==> config.mk <==
export PLATFORM = sky130hd
export DESIGN_NAME = sm_arb
export DESIGN_NICKNAME = d
export VERILOG_FILES = /design/src/rtl/sm_arb_pkg.sv /design/src/rtl/sm_arb_idq.sv /design/src/rtl/sm_arb.sv
export SDC_FILE = /design/constraint.sdc
export NUM_CORES = 1
export LEC_CHECK = 0
export CORE_ASPECT_RATIO = 0.6
export CORE_MARGIN = 1
export CORE_UTILIZATION = 48
export DETAILED_ROUTE_END_ITERATION = 10
export GPL_TIMING_DRIVEN = 1
export PLACE_DENSITY = 0.8
export SLEW_MARGIN = 20
export SYNTH_ARGS = -nofsm -noshare
export SYNTH_HDL_FRONTEND = slang
export SYNTH_SLANG_ARGS = --single-unit
==> constraint.sdc <==
create_clock -name clk -period 4.5 [get_ports clk]
set_clock_uncertainty 0.15 [all_clocks]
set_input_delay 0.9 -clock clk [delete_from_list [all_inputs] [get_ports clk]]
set_output_delay 0.9 -clock clk [all_outputs]
set_load 0.1 [all_outputs]
==> src/rtl/sm_arb_pkg.sv <==
// Shared types and the round-robin pick helper for the sm_arb requester arbiter.
package sm_arb_pkg;

   // IDs are sized for the largest supported requester count so the package stays parameter-free.
   localparam int unsigned MAX_NREQ = 8;
   localparam int unsigned ID_W     = $clog2(MAX_NREQ);

   typedef enum logic {IDLE, BURST} state_t;

   typedef struct packed {
      logic            found;
      logic [ID_W-1:0] idx;
   } pick_t;

   // First set bit at or after ptr, wrapping; bits above the live requester count are zero.
   function automatic pick_t rr_pick(input logic [MAX_NREQ-1:0] req, input logic [ID_W-1:0] ptr);
      pick_t           p;
      logic [ID_W-1:0] k;
      p = '0;
      for (int i = MAX_NREQ - 1; i >= 0; i--) begin
         k = ptr + ID_W'(i);
         if (req[k]) begin
            p.found = 1'b1;
            p.idx   = k;
         end
      end
      return p;
   endfunction

endpackage

==> src/rtl/sm_arb_idq.sv <==
// In-order requester-ID queue: tags each granted group so its sum can be steered back.
module sm_arb_idq #(
   parameter int unsigned W     = 3,
   parameter int unsigned DEPTH = 4
) (
   input  logic         clk,
   input  logic         rst,
   input  logic         push,
   input  logic         pop,
   input  logic [W-1:0] din,
   output logic [W-1:0] dout,
   output logic         full,
   output logic         empty
);

   localparam int unsigned AW = $clog2(DEPTH);
   localparam int unsigned PW = AW + 1;

   logic [W-1:0]  mem [DEPTH];
   logic [PW-1:0] wr_ptr;
   logic [PW-1:0] rd_ptr;

   always_ff @(posedge clk) begin
      if (rst) begin
         wr_ptr <= '0;
         rd_ptr <= '0;
      end else begin
         if (push && !full)  wr_ptr <= wr_ptr + PW'(1);
         if (pop  && !empty) rd_ptr <= rd_ptr + PW'(1);
      end
   end

   always_ff @(posedge clk) begin
      if (push && !full) mem[wr_ptr[AW-1:0]] <= din;
   end

   // Extra pointer bit distinguishes full from empty when the indices match.
   assign empty = (wr_ptr == rd_ptr);
   assign full  = (wr_ptr[AW] != rd_ptr[AW]) && (wr_ptr[AW-1:0] == rd_ptr[AW-1:0]);
   assign dout  = mem[rd_ptr[AW-1:0]];

endmodule

==> src/rtl/sm_arb.sv <==
// Round-robin arbiter that feeds whole 3-sample groups into the shared sum datapath
// and steers each returning sum to the requester that owns it.
module sm_arb
   import sm_arb_pkg::*;
#(
   parameter int unsigned NREQ   = 4,
   parameter int unsigned DW     = 8,
   parameter int unsigned GROUP  = 3,
   parameter int unsigned QDEPTH = 4
) (
   input  logic                 clk,
   input  logic                 rst,
   input  logic [NREQ-1:0]      req_dval,
   input  logic [NREQ*DW-1:0]   req_dat,
   output logic [NREQ-1:0]      req_rdy,
   output logic                 dut_i_dval,
   output logic [DW-1:0]        dut_i,
   input  logic                 dut_o_dval,
   input  logic [DW+1:0]        dut_o,
   output logic [NREQ-1:0]      rsp_dval,
   output logic [DW+1:0]        rsp_dat,
   output logic                 busy,
   output logic                 err
);

   localparam int unsigned BW = (GROUP > 1) ? $clog2(GROUP) : 1;

   state_t            state;
   logic [ID_W-1:0]   rr_ptr;
   logic [ID_W-1:0]   gnt;
   logic [BW-1:0]     beat;

   logic [MAX_NREQ-1:0] req_ext;
   logic [DW-1:0]       dat_arr [MAX_NREQ];
   pick_t               pick;
   logic                accept;
   logic                push;
   logic                pop;
   logic                q_full;
   logic                q_empty;
   logic [ID_W-1:0]     q_dout;

   // Widen the request lanes so the 3-bit grant index always selects in range.
   always_comb begin
      req_ext = MAX_NREQ'(req_dval);
      for (int k = 0; k < MAX_NREQ; k++) dat_arr[k] = '0;
      for (int k = 0; k < NREQ; k++)     dat_arr[k] = req_dat[k*DW +: DW];
   end

   assign pick   = rr_pick(req_ext, rr_ptr);
   assign accept = (state == BURST) && req_ext[gnt];
   assign push   = (state == IDLE) && pick.found && !q_full;
   assign pop    = dut_o_dval && !q_empty;
   assign busy   = (state != IDLE) || !q_empty;

   sm_arb_idq #(
      .W     (ID_W),
      .DEPTH (QDEPTH)
   ) u_idq (
      .clk   (clk),
      .rst   (rst),
      .push  (push),
      .pop   (pop),
      .din   (pick.idx),
      .dout  (q_dout),
      .full  (q_full),
      .empty (q_empty)
   );

   always_ff @(posedge clk) begin
      if (rst) begin
         state      <= IDLE;
         rr_ptr     <= '0;
         gnt        <= '0;
         beat       <= '0;
         req_rdy    <= '0;
         dut_i_dval <= 1'b0;
         dut_i      <= '0;
         rsp_dval   <= '0;
         rsp_dat    <= '0;
         err        <= 1'b0;
      end else begin
         dut_i_dval <= accept;
         if (accept) dut_i <= dat_arr[gnt];

         // Sums come back in grant order; a sum with no owner is flagged, never delivered.
         rsp_dval <= '0;
         if (pop) begin
            rsp_dval <= NREQ'(1) << q_dout;
            rsp_dat  <= dut_o;
         end else if (dut_o_dval) begin
            err <= 1'b1;
         end

         case (state)
            IDLE: begin
               if (push) begin
                  state   <= BURST;
                  gnt     <= pick.idx;
                  beat    <= '0;
                  req_rdy <= NREQ'(1) << pick.idx;
               end
            end
            BURST: begin
               if (accept) begin
                  if (beat == BW'(GROUP - 1)) begin
                     state   <= IDLE;
                     req_rdy <= '0;
                     rr_ptr  <= (gnt == ID_W'(NREQ - 1)) ? '0 : gnt + ID_W'(1);
                  end else begin
                     beat <= beat + BW'(1);
                  end
               end
            end
            default: state <= IDLE;
         endcase
      end
   end

endmodule
==> metrics.txt <==
# setup viols final=0; average routed wire per standard cell=14.4 µm; DP Area=0.00366 mm²; Clock transition at path regs=0.07 ns; antenna violations before repair=0; minimum clock period=3.83 ns; post-synthesis xor/xnor area fraction=2.17%; Yosys top cell by area=dfxtp_1; Max Cap Viol=0; register bit total from synthesis=57; Synth Area in Adders=roughly 4.0%; Post-Route WL=6340 µm; Top delay family on crit path=buffers and inverters; TNS Setup=0 ns; clk_lat worst skew=~0.33 ns; count leader, synth=dfxtp_1; first-pass GRT wire length=around 10000 µm; cell area after layout=0.00387 mm²; Cell Pwr Density=457 mW/mm²; # DRC=0; compound-cell area share of the yosys netlist=11.6%; register area share after synthesis=roughly 45%; Netlist cell types=47; Top FF cell, synth=dfxtp_1; top cell type's share of synthesized area=31.9%; Max Slew Vio Count=0; total CTS buffers=9; H-tree level count=3; final RePlAce weighted congestion=~0.96; DIE AREA=around 0.0062 mm²; fin crit share=85.2%; clock sinks=57; Area contributors post-synth=dfxtp_1, edfxtp_1, mux4_2, nor2_1, a21oi_1; first drt pass iteration count=5; LEAKAGE=1.47 nW; Gate power share=35.9%; critical path startpoint category=register; Vert. Die Dim=61.4 µm; CTS Root Cell=clkbuf_8; vias after detailed routing=2401; internal power=~1.1 mW; Cells after Synth=277; CP Capture Type=output port; Avg Cell Area, Syn=just over 10 µm²; slowest stage delay, CP=1.13 ns; Hold Violations, Final=0; PostCTS Resize Cnt=0; sw power=0.671 mW; # IOs=78; vias per std cell=5.46; arrival time worst endpoint=2.78 ns; # placed instances=424; Setup CP Type=reg2out; share of layout cells above drive strength 1=10.0%; mux contribution to synthesized area=about 17%; vias in the first global route=2164; Antenna Nets Post-Route=0; Reg power frac=between 30% and 40%; ys async rst share=0%; Max-Slew Margin vs Limit=32.7%; status=complete, no violations; Layout area overhead=36.8%; Total GRT Usage=about 21%; Worst path slowest cell=clkdlybuf4s50_1; Final Util=68.8%; Hold Path Class=reg2reg; Slew @ Worst Pin=approximately 1 ns; Clock Power Share=around 28%; Initial DRC Count=159; switching share of total power=38.0%; Nets=413; Post-synth EDFFs=12; grt total ovfl=0; Starting Density=about half; largest net degree at the start of global routing=23; Worst Path Required=3.45 ns; DP HPWL=approximately 4700 µm; critical-path cell list=xor2_1 -> or3_1 -> or2_2 -> clkdlybuf4s50_1; Synth Warn #=0; non-filler instance count after layout=440; Buf/Inv on CP=1; worst vdd ir=0.236 mV; largest family of logic cells by synthesized area=multiplexers; FMAX=261 MHz; Tot Pwr=roughly 1.8 mW; Site Rows=21; top cells by count, synth=dfxtp_1, nor2_1, a21oi_1; TritonCTS clock tree=yes; simple-gate share of the synthesized area=approximately 17%; postcts setup bufs=0; core area=0.00562 mm²; Critical Path Fanout Max=15; RSZ-0062 raised after global routing=false; # diodes=0; number of hold buffers added after cts=0; port bufs=77; Die Wd=a little over 100 µm; post-synthesis cell area=0.00283 mm²; Longest Clk Path Bufs=2
==> power by group through the flow <==
stage | Sequential (mW) | Combinational (mW) | Clock, mW
global placement | 0.642 | 0.625 | 0
CTS | 0.634 | 0.636 | 0.506
detailed placement | 0.644 | 0.633 | 0
floorplan | 0.852 | 0.266 | 0
finish | 0.633 | 0.634 | 0.499
global route | 0.642 | 0.675 | 0.526
==> final timing paths <==
path,start,to,slack [ns],cells past startpoint
setup / recovery,u_idq.wr_ptr[0],busy,0.67,4
hold / removal,rsp_dat[4],rsp_dat[4],0.31,2
setup reg to reg,rr_ptr[0],req_rdy[1],0.76,10
hold reg to reg,rsp_dat[4],rsp_dat[4],0.31,2
==> per-layer routing <==
layer	global-route usage, %	up-vias	part of all wire, %
met3	8.40	11	9.9
met4	7.87	0	1.0
li1	-	1154	-
met1	28.0	1113	45
met2	32.8	123	44
met5	0	-	0
==> cell usage in the layout, fill, tap and decap left out, types with 3 or more instances in the layout <==
cell and instances:
inv_1 12, nor2_1 38, nor3_1 3, a31oi_1 3, mux4_2 12, nand3_1 16
conb_1 4, mux2i_1 10, o21ai_0 3, dfxtp_1 45, nor3b_1 3, nand2_1 18
xor2_1 5, mux4_1 3, ha_1 9, a21oi_1 23, clkbuf_8 9, edfxtp_1 12
nand2b_1 4, nor2b_1 4, clkdlybuf4s50_1 77, and2_1 6, a32o_1 4
==> sequential cells by signal (all words and copies together), names as in the netlist, named ones only <==
name          cells
state             1
rr_ptr            3
dut_i             8
u_idq.wr_ptr      3
rsp_dval          4
req_rdy           4
dut_i_dval        1
gnt               3
err               1
beat              2
u_idq.mem        12
rsp_dat          10
u_idq.rd_ptr      3
==> cell families (layout without fill, tap and decap cells) <==
logic type	count (synthesis)	in the layout
flops	57	57
simple gates	100	100
mux	27	27
buf+inv	28	108
xor+xnor	7	7
other cells	1	4
compound gates	48	48
fa+ha+maj	9	9
==> per-stage QoR <==
stage | worst slack, ns | hold WS (ns)
2_1_floorplan | 1.19 | 0.318
3_3_place_gp | 0.772 | 0.292
3_5_place_dp | 0.646 | 0.300
4_1_cts | 0.667 | 0.306
5_1_grt | 0.493 | 0.322
6_report | 0.665 | 0.305
==> tightest hold or removal path, cell delays in order (launching register included) <==
cell     delay (ns)
dfxtp_1        0.31
nand2_1        0.05
a21oi_1        0.05
==> cell type report <==
class / count / area [µm²]
flip-flops and latches: 57 / 1260
inverters: 13 / 48.8
fillers: 449 / 1760
multi-input cells: 195 / 1460
well taps: 80 / 100
clock buffers: 9 / 124
repair buffers: 79 / 786
clock inverters: 7 / 85.1
Power figures use the tool's default switching activity.
